[src/rtl/hpu_pkg.sv]
// Shared definitions for the accumulator drain path.
//   DATA_W        : width of one accumulator word
//   CORE_NUM_DEF  : default number of cores in the accumulator chain
//   drain_state_t : drain controller states
package hpu_pkg;

  localparam int DATA_W       = 32;
  localparam int CORE_NUM_DEF = 8;

  typedef enum logic [1:0] {
    IDLE  = 2'd0,
    LOAD  = 2'd1,
    DRAIN = 2'd2,
    LAST  = 2'd3
  } drain_state_t;

endpackage

[src/rtl/acc_out_slice.sv]
// Output holding register for the drain stream.
// Captures a word (with its last flag) when capture=1. Otherwise it drops
// valid/last when clear=1. Otherwise it holds its contents, which keeps
// data, valid and last stable while the consumer stalls.
//   clk, rst            : clock, asynchronous active-high reset
//   capture             : load data_in/last_in and raise m_tvalid
//   clear               : drop m_tvalid/m_tlast (accepted, nothing new)
//   data_in, last_in    : word and last flag to capture
//   m_tdata/m_tvalid/m_tlast : registered stream outputs
module acc_out_slice #(
  parameter int DATA_W = hpu_pkg::DATA_W
) (
  input  logic              clk,
  input  logic              rst,
  input  logic              capture,
  input  logic              clear,
  input  logic [DATA_W-1:0] data_in,
  input  logic              last_in,
  output logic [DATA_W-1:0] m_tdata,
  output logic              m_tvalid,
  output logic              m_tlast
);

  always_ff @(posedge clk or posedge rst) begin
    if (rst) begin
      m_tdata  <= '0;
      m_tvalid <= 1'b0;
      m_tlast  <= 1'b0;
    end else if (capture) begin
      m_tdata  <= data_in;
      m_tvalid <= 1'b1;
      m_tlast  <= last_in;
    end else if (clear) begin
      m_tvalid <= 1'b0;
      m_tlast  <= 1'b0;
    end
  end

endmodule

[src/rtl/acc_drain.sv]
// Drains the accumulator chain into a valid/ready stream.
// On start, every core's chain register is loaded from its accumulator
// (update + out_period for one cycle). The chain is then shifted one word
// per capture until CORE_NUM words have been streamed out. The last core's
// word comes first.
//   clk, rst       : clock, asynchronous active-high reset
//   start          : all cores finished accumulating
//   busy           : controller not idle
//   update         : load chain registers from accumulators
//   out_period     : chain load/shift enable
//   acc_in         : chain output word from the last core
//   m_tdata/m_tvalid/m_tready/m_tlast : output stream
//   done           : one-cycle pulse after the final word is accepted
module acc_drain #(
  parameter int CORE_NUM = hpu_pkg::CORE_NUM_DEF,
  parameter int DATA_W   = hpu_pkg::DATA_W
) (
  input  logic              clk,
  input  logic              rst,
  input  logic              start,
  output logic              busy,
  output logic              update,
  output logic              out_period,
  input  logic [DATA_W-1:0] acc_in,
  output logic [DATA_W-1:0] m_tdata,
  output logic              m_tvalid,
  input  logic              m_tready,
  output logic              m_tlast,
  output logic              done
);

  import hpu_pkg::*;

  localparam int CNT_W = $clog2(CORE_NUM + 1);

  drain_state_t     state;
  drain_state_t     state_nxt;
  logic [CNT_W-1:0] cnt;
  logic             capture;
  logic             final_cap;
  logic             handshake;
  logic             clear;

  // A capture fires whenever the holding register is empty or being emptied.
  assign capture   = (state == DRAIN) && (!m_tvalid || m_tready);
  assign final_cap = capture && (cnt == CNT_W'(CORE_NUM - 1));
  assign handshake = m_tvalid && m_tready;
  // An accepted word with nothing new behind it empties the register.
  assign clear     = handshake && !capture;

  always_ff @(posedge clk or posedge rst) begin
    if (rst) state <= IDLE;
    else     state <= state_nxt;
  end

  always_comb begin
    state_nxt = state;
    case (state)
      IDLE:    if (start)     state_nxt = LOAD;
      LOAD:                   state_nxt = DRAIN;
      DRAIN:   if (final_cap) state_nxt = LAST;
      LAST:    if (handshake) state_nxt = IDLE;
      default:                state_nxt = IDLE;
    endcase
  end

  always_comb begin
    busy       = (state != IDLE);
    update     = (state == LOAD);
    // The final capture must not shift: the chain is already empty.
    out_period = (state == LOAD) || (capture && !final_cap);
  end

  always_ff @(posedge clk or posedge rst) begin
    if (rst) begin
      cnt  <= '0;
      done <= 1'b0;
    end else begin
      if (state == IDLE && start) cnt <= '0;
      else if (capture)           cnt <= cnt + 1'b1;
      done <= (state == LAST) && handshake;
    end
  end

  acc_out_slice #(.DATA_W(DATA_W)) u_out (
    .clk      (clk),
    .rst      (rst),
    .capture  (capture),
    .clear    (clear),
    .data_in  (acc_in),
    .last_in  (final_cap),
    .m_tdata  (m_tdata),
    .m_tvalid (m_tvalid),
    .m_tlast  (m_tlast)
  );

endmodule

[config.mk]
export PLATFORM = sky130hd
export DESIGN_NAME = acc_drain
export DESIGN_NICKNAME = d
export VERILOG_FILES = /design/src/rtl/hpu_pkg.sv /design/src/rtl/acc_out_slice.sv /design/src/rtl/acc_drain.sv
export SDC_FILE = /design/constraint.sdc
export NUM_CORES = 1
export LEC_CHECK = 0
export ABC_AREA = 1
export CAP_MARGIN = 10
export CORE_MARGIN = 2
export CORE_UTILIZATION = 35
export CTS_CLUSTER_SIZE = 24
export DETAILED_ROUTE_END_ITERATION = 10
export GPL_ROUTABILITY_DRIVEN = 0
export PLACE_DENSITY = 0.73
export SETUP_SLACK_MARGIN = 0.2
export SLEW_MARGIN = 20
export SYNTH_ARGS = -nofsm -noshare
export SYNTH_HDL_FRONTEND = slang
export SYNTH_SLANG_ARGS = --single-unit
[constraint.sdc]
create_clock -name clk -period 2.47 [get_ports clk]
set_clock_uncertainty 0.2 [all_clocks]
set_input_delay 0.3705 -clock clk [delete_from_list [all_inputs] [get_ports clk]]
set_output_delay 0.3705 -clock clk [all_outputs]
set_load 0.02 [all_outputs]
# After elaboration in Yosys (flattened, before gate mapping)

Cells that the tools add are included.

Add/subtract/negate cells: 1
Equality and inequality tests: 7
Muxes and demuxes: 9
Reduce and logical (&&, ||, !) cells: 17

Operators by type and width:

| operator                                                              | count |
|---|---|
| 4-bit two-way mux                                                     | 2 |
| 2-bit case mux with 4 select lines                                    | 1 |
| 1-bit logical AND                                                     | 7 |
| 2-bit two-way mux                                                     | 3 |
| 2-bit inequality test, second input constant                          | 3 |
| 2-bit nonzero test                                                    | 3 |
| 4-bit by 1-bit adder with 4-bit output, second input constant         | 1 |
| 2-bit equality test, second input constant                            | 2 |
| 4-bit by 3-bit equality test with 1-bit output, second input constant | 1 |
| 1-bit zero test                                                       | 3 |
| 1-bit two-way mux                                                     | 3 |
| 3-bit AND reduction                                                   | 1 |
| 2-bit by 1-bit equality test with 1-bit output, second input constant | 1 |
| 2-bit zero test                                                       | 1 |
| 1-bit logical OR                                                      | 2 |

Bits in registers: 41
Input port bits: 36

# Depth between registers and ports, before layout

Gate-level depths: netlist (run 1).

Word-level depth: 7
Depth in mapped cells: 8
Mapped depth without buffers: 8

# By module

From an unflattened synthesis (run 1), not the netlist that was laid out.

Cell total of the unflattened synthesis: 206
Area total of the unflattened synthesis: 1873.0 um^2

By module, submodules not included:

| module        | instances | cells an instance | area an instance (um^2) | seq. area each (um^2) |
|---|---|---|---|---|
| acc_out_slice | 1         | 145               | 1381.3                  | 850.8 |
| acc_drain     | 1         | 61                | 491.7                   | 175.2 |

# Worst setup path before layout (run 1)

Ideal clock, no wire load.

Path type: reg-to-output
Start point: reg state[0]
End point: out out_period
Data arrival time: 1097 ps
Slack: 803 ps
Cell stages (with the launch flop): 6
Path buffers: 0
Cell sequence: dfrtp_1 > inv_1 > ha_1 > nand2_2 > inv_2 > a21o_1

Cells in the longest elaborated chain, start to end: 6
Elaborated cells between the ends (all ways): 7
Classes of those cells: eq/ne (2); reduce/logical (5)

Ends and longest elaborated chain:

| element                  | RTL line        | source |
|---|---|---|
| start: declaration       | acc_drain.sv:36 | `drain_state_t state;` |
| start signal: assignment | acc_drain.sv:53 | `else state <= state_nxt;` |
| 2-bit equality test      | acc_drain.sv:45 | `assign capture = (state == DRAIN) && (!m_tvalid \|\| m_tready);` |
| 1-bit logical AND        | acc_drain.sv:45 |  |
| 1-bit logical AND        | acc_drain.sv:46 | `assign final_cap = capture && (cnt == CNT_W'(CORE_NUM - 1));` |
| 1-bit zero test          | acc_drain.sv:71 | `out_period = (state == LOAD) \|\| (capture && !final_cap);` |
| 1-bit logical AND        | acc_drain.sv:71 |  |
| 1-bit logical OR *       | acc_drain.sv:71 |  |
| end: declaration         | acc_drain.sv:23 | `output logic out_period,` |

Mark *: on every way between the ends. The rest lies on a longest branch, timed or not.

# Worst setup path after layout (run 1)

Same ends and word-level chain as after synthesis.

==> impl_results.md, run 1 <==
- Number of max-slew violations in the final report: 0
- Transition time of the tightest slew-check pin: 0.799 ns
- Cell variety after synth: 18
- Max_slew headroom: 46.4%
- Worst vdd ir: 0.664 mV
- Initial antenna violation count: 0
- Power density normalized to cell area: 1280 nW/um^2
- Total die area: 5590 um^2
- Setup slack, reg-to-reg: 0.75 ns
- Detailed-route DRC error count: 0
- Period utilisation layout: 88.5%
- Layout Area Growth over Synthesis: 49.8%
- Worst path arrival time: 1.61 ns
- Total number of placement rows: 25
- Wire per inst: 11.0 um
- Sinks on the clock net: 41
- CP Launch Type: flip-flop
- Max Root-Sink Buffers: 2
- Worst min-delay path class: primary input to asynchronous set/reset pin
- Critical path peak fanout: 4
- Vias per Instance: 4.20
- Setup CP Type: flip-flop to primary output
- Endpoint of the worst register-to-register path: cnt[0]
- Number of clock buffers inserted by TritonCTS: 5
- Overall track demand over capacity in global routing: 14.2%
- Clock network latency to the later pin of the worst-skew pair: 0.29 ns
- Detail Placement HPWL: 2720 um
- NumNets Final: 319
- Initial DRC Count: 54
- GRT overflow: 0
- Register bit count reported by yosys: 41
- Net Count, Synth: 242
- Final-layout setup total negative slack: 0 ns
- RSZ-0062 raised after global routing: false
- Gate count of the mapped netlist: 200
- Via count of the first global-routing pass: 1341
- Initial DRT Pass Iterations: 4
- Die Span X: 74.7 um
- Total I/O pin count: 74
- Overall die height: 74.7 um
- Top achievable clock speed: 458 MHz
- Mean instance size in the synthesized netlist: 8.76 um^2
- Worst setup slack after layout: 0.285 ns
- Floorplan Core Area: 4790 um^2
- Count of buffers inserted at the top-level ports: 73
- Drt total wl: 3810 um
- Depth of the CTS H-tree: 2
- Pin count of the biggest net entering global routing: 40
- CTS Root Buffer Type: sky130_fd_sc_hd__clkbuf_8
- Status: finished clean
- Fraction of final layout cells with drive strength greater than 1: 5.04%
- Time the final worst path needs with I/O delays and setup: 2.19 ns
- Worst Reg-to-Reg Cells: 6
- Sequential area share after synthesis: 58.6%
- Ant. Diodes: 0
- Crit path required time: 1.90 ns
- Starting density of the core: 36.6%
- Clock tree from TritonCTS: done
- Worst setup EP type: primary output
- Post-Syn Area: 1750 um^2
- Total of max-cap violations: 0
- Final Hold Viols: 0
- Number of endpoints failing setup at the final stage: 0
- Clock edge transition at the registers on the reported setup and hold paths: 0.07 ns
- Pre-CTS setup slack: 0.0787 ns
- Yosys warning count: 0
- Antenna viol nets, final: 0
- Global-route wire length before repair: 6040 um
- Number of buffers added to fix hold violations after cts: 0
- R2R Path Start: state[0]
- Total number of vias: 1448
- Leakage power summed over all cells: 1.31 nW
-- cell usage after synthesis, drive strengths merged --
| cell type | n | area [um^2] |
|---|---|---|
| nand3 | 4 | 20.0 |
| or2 | 1 | 6.26 |
| inv | 13 | 48.8 |
| ha | 6 | 75.1 |
| nor2 | 6 | 22.5 |
| nand2 | 111 | 422 |
| dfrtp | 41 | 1030 |
| o21ai | 5 | 28.8 |
| o22ai | 1 | 6.26 |
| nor3 | 1 | 5.00 |
| a21o | 1 | 7.51 |
| a21oi | 2 | 10.0 |
| buf | 7 | 66.3 |
| o21bai | 1 | 7.51 |
-- power breakdown --
| part | internal (mW) | leakage (nW) | switching [mW] |
|---|---|---|---|
| Combinational | 0.798 | 0.754 | 0.983 |
| Sequential | 0.980 | 0.515 | 0.179 |
| Clock | 0.201 | 0.0395 | 0.214 |
| Total | 1.98 | 1.31 | 1.38 |
-- timing repair --
item | in CTS | in global routing
buffers inserted | 0 | 1
setup endpoints to repair | 1 | 2
resized for setup | 1 | 1
-- cells in the final DEF, fill, tap and decap left out, types with 2 or more instances in the layout --
master / instances
sky130_fd_sc_hd__clkdlybuf4s50_1: 71
sky130_fd_sc_hd__nand2_1: 109
sky130_fd_sc_hd__dfrtp_1: 41
sky130_fd_sc_hd__o21ai_0: 4
sky130_fd_sc_hd__nand2_2: 2
sky130_fd_sc_hd__clkbuf_8: 5
sky130_fd_sc_hd__nand3_1: 4
sky130_fd_sc_hd__inv_1: 11
sky130_fd_sc_hd__nor2_1: 6
sky130_fd_sc_hd__buf_4: 3
sky130_fd_sc_hd__ha_1: 6
sky130_fd_sc_hd__a21oi_1: 2
sky130_fd_sc_hd__clkbuf_1: 3
-- layout make-up --
class	instances	area, um^2
flip-flops and latches	41	1030
repair buffers	77	774
multi-input cells	139	611
well taps	67	83.8
fillers	437	2160
inverters	13	48.8
clock buffers	8	80.1
-- flip-flops by register name, summed over array words and instances (netlist names) --
register	flops
state	2
u_out.m_tvalid	1
u_out.m_tlast	1
u_out.m_tdata	32
done	1
cnt	4
-- kinds of logic (layout without fill, tap and decap cells) --
logic type | count (synthesis) | count (layout) | share of synthesized area [%]
buf+inv | 20 | 98 | 6.57
flops | 41 | 41 | 58.6
compound gates | 10 | 10 | 3.43
fa+ha+maj | 6 | 6 | 4.29
simple gates | 123 | 123 | 27.1
-- worst max-delay path: stages (launching register included) --
cell	delay, ns
sky130_fd_sc_hd__dfrtp_1	0.39
sky130_fd_sc_hd__inv_1	0.10
sky130_fd_sc_hd__ha_1	0.24
sky130_fd_sc_hd__nand2_2	0.10
sky130_fd_sc_hd__inv_2	0.04
sky130_fd_sc_hd__a21o_1	0.14
sky130_fd_sc_hd__dlygate4sd2_1	0.32
-- per-layer routing --
layer / track usage (%) / up-vias / wire length, um
li1: - / 753 / -
met1: 18.2 / 634 / 1760
met5: 0 / - / 0
met3: 3.61 / 7 / 296
met4: 6.55 / 0 / 62
met2: 22.8 / 54 / 1690
-- worst max path at each step --
stage	cells past startpoint	endpoint	from	slack, ns
detailed placement	7	out_period	m_tready	0.08
floorplan	5	out_period	state[0]	0.80
CTS	4	busy	state[0]	0.21
global route	6	out_period	state[0]	0.20
global placement	7	out_period	m_tready	0.1
finish	6	out_period	state[0]	0.28
-- metrics by stage --
step	utilization (%)	hold slack, ns	instances	area [um^2]	power (mW)
after floorplan	-	0.280	200	1750	2.23
after global placement	53.0	0.262	336	2530	2.94
after detailed placement	53.0	0.264	336	2530	2.98
after CTS	54.6	0.255	344	2610	3.40
after global routing	54.8	0.286	345	2620	3.63
final	54.8	0.241	345	2620	3.36
Note: power is estimated with default switching activity, not from simulation.
==> run 2: changes to the inputs <==
--- a/config.mk
+++ b/config.mk
@@ -14,7 +14,6 @@
 export GPL_ROUTABILITY_DRIVEN = 0
 export PLACE_DENSITY = 0.73
 export SETUP_SLACK_MARGIN = 0.2
-export SLEW_MARGIN = 20
 export SYNTH_ARGS = -nofsm -noshare
 export SYNTH_HDL_FRONTEND = slang
 export SYNTH_SLANG_ARGS = --single-unit
==> results of run 2 <==
Same layout as run 1: the final DEF is identical, and so are final timing and power.
==> run 3: changes to the inputs <==
--- a/config.mk
+++ b/config.mk
@@ -13,7 +13,6 @@
 export DETAILED_ROUTE_END_ITERATION = 10
 export GPL_ROUTABILITY_DRIVEN = 0
 export PLACE_DENSITY = 0.73
-export SETUP_SLACK_MARGIN = 0.2
 export SYNTH_ARGS = -nofsm -noshare
 export SYNTH_HDL_FRONTEND = slang
 export SYNTH_SLANG_ARGS = --single-unit
==> run 3 against run 2 <==
Effect of this change:
- via count is 1.2% lower
- first-iteration DRC count grew 1.9%
- largest cell class unchanged
- worst hold slack better by 0.0030 ns
- clock power fell by 1%
==> impl_results.md, run 3 (synthesis gave the netlist of run 1 again) <==
- Status: finished clean
- Count of buffers inserted at the top-level ports: 73
- Core utilization of the finished layout: 54.6%
- Floorplan Core Area: 4790 um^2
- Commonest cells after routing, fill and taps aside: 109 x sky130_fd_sc_hd__nand2_1, 72 x sky130_fd_sc_hd__clkdlybuf4s50_1, 41 x sky130_fd_sc_hd__dfrtp_1
- Overall track demand over capacity in global routing: 14.2%
- Drt total wl: 3790 um
- R2R Path Start: state[0]
- Portion of total power attributed to combinational logic: 53.0%
- Fraction of final layout cells with drive strength greater than 1: 4.69%
- Total number of placement rows: 25
- Largest stage delay on the critical path: 0.60 ns
- Clock tree from TritonCTS: done
- Total die area: 5590 um^2
- Total net switching power: 1.37 mW
- Wire per inst: 11.0 um
- Setup CP Type: flip-flop to primary output
- Registers with the most flip-flops: u_out.m_tdata (32), cnt (4), state (2)
- Sinks on the clock net: 41
- Most frequent CP cell: sky130_fd_sc_hd__inv_1
- CP Launch Type: flip-flop
- Initial DRC Count: 55
- Detail Placement HPWL: 2720 um
- Buffer and inverter count on the worst path: 3
- Transition time of the tightest slew-check pin: 0.793 ns
- Final Hold Viols: 0
- Number of endpoints failing setup at the final stage: 0
- Worst min-delay path class: primary input to asynchronous set/reset pin
- Number of gates resized after CTS: 1
- Part of the power in the clock network: 12.3%
- Sequential fraction of design power: 34.7%
- Period utilisation layout: 90.6%
- Cells along the critical path: inv_1, ha_1, inv_1, clkdlybuf4s50_1
- Crit path required time: 1.90 ns
- Critical path peak fanout: 4
- Ant. Diodes: 0
- Via count of the first global-routing pass: 1341
- Final-layout setup total negative slack: 0 ns
- Worst vdd ir: 0.663 mV
- Number of buffers added to fix hold violations after cts: 0
- Clock edge transition at the registers on the reported setup and hold paths: 0.07 ns
- Global-route wire length before repair: 6040 um
- Worst Setup SP: state[0]
- RSZ-0062 raised after global routing: false
- Clock network latency to the later pin of the worst-skew pair: 0.28 ns
- Detailed-route DRC error count: 0
- Top achievable clock speed: 447 MHz
- Initial DRT Pass Iterations: 4
- Number of buffers inserted by post-CTS setup repair: 0
- CTS Root Buffer Type: sky130_fd_sc_hd__clkbuf_8
- Time the final worst path needs with I/O delays and setup: 2.24 ns
- Antenna viol nets, final: 0
- Int Pwr: 1.97 mW
- Max reg flops: 32
- Max Root-Sink Buffers: 2
- Number of clock buffers inserted by TritonCTS: 5
- Family of cells with the greatest summed delay on the critical path: buffers and inverters
- Worst path arrival time: 1.67 ns
- Initial antenna violation count: 0
- Number of max-slew violations in the final report: 0
- NumNets Final: 318
- Pin count of the biggest net entering global routing: 40
- Total of max-cap violations: 0
- Layout Area Growth over Synthesis: 49.2%
- Commonest non-fill, non-tap cell in the layout: sky130_fd_sc_hd__nand2_1
- Vias per Instance: 4.16
- Biggest register: u_out.m_tdata
- Max_slew headroom: 46.8%
- Overall die height: 74.7 um
- Total number of vias: 1430
- Depth of the CTS H-tree: 2
- Die Span X: 74.7 um
- Switching fraction of total power: 41.0%
- Power density normalized to cell area: 1280 nW/um^2
- Total I/O pin count: 74
- GRT overflow: 0
- Leakage power summed over all cells: 1.30 nW
- Worst setup EP type: primary output
- Critical-path top delay cell: sky130_fd_sc_hd__clkdlybuf4s50_1
- Starting density of the core: 36.6%
==> run 3: power groups by stage <==
| stage | combinational, mW | clock, mW | sequential, mW |
|---|---|---|---|
| CTS | 1.80 | 0.431 | 1.16 |
| global placement | 1.78 | 0 | 1.16 |
| finish | 1.77 | 0.410 | 1.16 |
| detailed placement | 1.81 | 0 | 1.17 |
| floorplan | 0.758 | 0 | 1.47 |
| global route | 1.96 | 0.458 | 1.20 |
==> run 3: final timing paths <==
path	cells past startpoint	end	slack [ns]
max	4	busy	0.23
min	2	u_out.m_tdata[8]	0.24
max reg2reg	6	cnt[0]	0.73
min reg2reg	2	u_out.m_tdata[22]	0.28
max in group asynchronous	3	u_out.m_tdata[1]	1.31
min in group clk	2	u_out.m_tdata[22]	0.28
==> run 3: routing by layer <==
layer / track usage (%) / share of wire [%] / vias to the layer above
met5: 0 / 0 / -
met2: 22.8 / 46 / 47
met1: 18.2 / 47 / 630
li1: - / - / 751
met4: 6.55 / 0.55 / 0
met3: 3.61 / 6.6 / 2
==> run 3: area by class of cell <==
type                    count  area [um^2]
clock buffers               8         80.1
flip-flops and latches     41         1030
inverters                  13         48.8
fillers                   438         2170
well taps                  67         83.8
repair buffers             76          764
multi-input cells         139          611
==> run 3: per-stage QoR <==
stage	cell area (um^2)	instances	total power, mW	hold WS (ns)	worst slack [ns]
floorplan	1750	200	2.23	0.280	0.803
global placement	2530	336	2.94	0.262	0.0995
detailed placement	2530	336	2.98	0.264	0.0787
CTS	2610	344	3.40	0.255	0.214
global route	2610	344	3.62	0.286	0.151
finish	2610	344	3.34	0.244	0.233
==> edit, RTL diff (settings of run 3) <==
`DATA_W`: 32 -> 64.
--- a/src/rtl/hpu_pkg.sv
+++ b/src/rtl/hpu_pkg.sv
@@ -6,3 +6,3 @@
 
-  localparam int DATA_W       = 32;
+  localparam int DATA_W       = 64;
   localparam int CORE_NUM_DEF = 8;
Interface: changed (resized acc_in and m_tdata); port bits go from 74 to 138. No check against the original RTL was run, so the function may have changed too.
==> edit against run 3 <==
Routed wire length up 87%; power up 89%; cell count up 70%; final area up 77%; worst setup slack worse by 0.065 ns; synthesized area up 68%; sequential cell count up 32; largest cell class unchanged; highest routed layer unchanged.
==> edit: results (changes against run 3) <==
Status
  • Status: complete, no violations

Placed design
  • DP Worst Slack: 0.09072 ns (+0.01207 ns)
  • HPWL reported at the end of detailed placement: 4.880 mm (+80%)
  • IO buf count: 137 (+88%)
  • Placement Cell Area: 4388 sq um (+73%)

Setup path
  • Crit path DAT: 1.73 ns (+0.06 ns)
  • Reg-to-Reg End: cnt[3]
  • Worst reg2reg setup slack: 0.41 ns (-0.32 ns)

Synthesis
  • Sequential area share after synthesis: 0.6213 (+0.03556)
  • Top post-synthesis cells by area: dfrtp_1 62%, nand2_1 27%, ha_1 2.6%
  • Synth Net Count: 411 (+70%)
  • Mean post-synth cell area: 8.725 sq um (-0.38%)

GRT
  • GR Util All Layers: 0.1627 (+0.02043)
  • Number of global-route vias before repair: 2,435 (+82%)
  • Largest net degree at the start of global routing: 74 (+85%)

Cells and area
  • Layout Cells excl Fill: 584 (+70%)
  • Share of layout cells above drive strength 1: 0.04593 (-0.001002)
  • Nets: 548 (+72%)

Clock tree
  • Htree depth: 3 (+1)
  • Reg clk slew, reported paths: 0.08 ns
  • Num CTS Buffers: 9 (+4)

Route
  • First-iteration detailed-routing DRC count: 76 (+38%)
  • Vias per cell: 4.341 (+4.4%)

Pwr
  • Leak: 2.303 nW (+78%)
  • VDD IR-drop max: 625.5 uV (-5.6%)
  • Sw frac: 0.3927 (-0.01729)

Timing
  • Slew Limit Headroom: 0.5297 (+0.06158)
-- edit: metrics by stage --
| stage | hold WS, ns | power, mW |
|---|---|---|
| detailed placement | 0.2644 | 5.263 |
| CTS | 0.2482 | 6.404 |
| global route | 0.2754 | 6.802 |
| finish | 0.2276 | 6.320 |
| global placement | 0.2616 | 5.183 |
| floorplan | 0.2801 | 3.835 |
-- edit: power groups by stage --
stage	Sequential, mW	Clock [mW]	Combinational, mW
global route	2.16	1.20	3.44
detailed placement	2.09	0	3.18
global placement	2.08	0	3.10
floorplan	2.69	0	1.15
CTS	2.08	1.15	3.17
finish	2.08	1.12	3.12
-- edit: cell type report --
| cell class | instances | area [sq um] |
|---|---|---|
| multi-input cells | 237 | 974.7 |
| fillers | 742 | 3545 |
| repair buffers | 140 | 1405 |
| clock inverters | 5 | 102.6 |
| well taps | 105 | 131.4 |
| clock buffers | 11 | 141.4 |
| flip-flops and latches | 73 | 1827 |
| inverters | 13 | 48.80 |
-- edit: logic make-up after synthesis --
logic type,after synthesis,share of synthesized area
and+or+nand+nor,222,0.2885
DFF,73,0.6213
buffers and inverters,27,0.04723
AOI/OAI and AO/OA,9,0.01745
adders and majority gates,6,0.02553
-- edit: how the worst max path moves through the flow --
stage	to	slack (ns)
6_report	busy	0.17
3_3_place_gp	out_period	0.11
3_5_place_dp	out_period	0.09
4_1_cts	busy	0.15
2_1_floorplan	cnt[0]	0.05
5_1_grt	busy	0.07
-- edit: routing by layer --
metal | vias up | global-route usage | share of wire
met4 | 0 | 0.05714 | 0.0087
met3 | 6 | 0.04269 | 0.066
met1 | 1154 | 0.2155 | 0.44
met5 | - | 0 | 0
met2 | 89 | 0.2587 | 0.48
li1 | 1286 | - | -
-- edit: worst max-delay path, cell delays in order, from the launching register on --
cell and delay (ns):
dfrtp_1 0.41, inv_1 0.10, ha_1 0.22, inv_1 0.07, clkdlybuf4s50_1 0.61
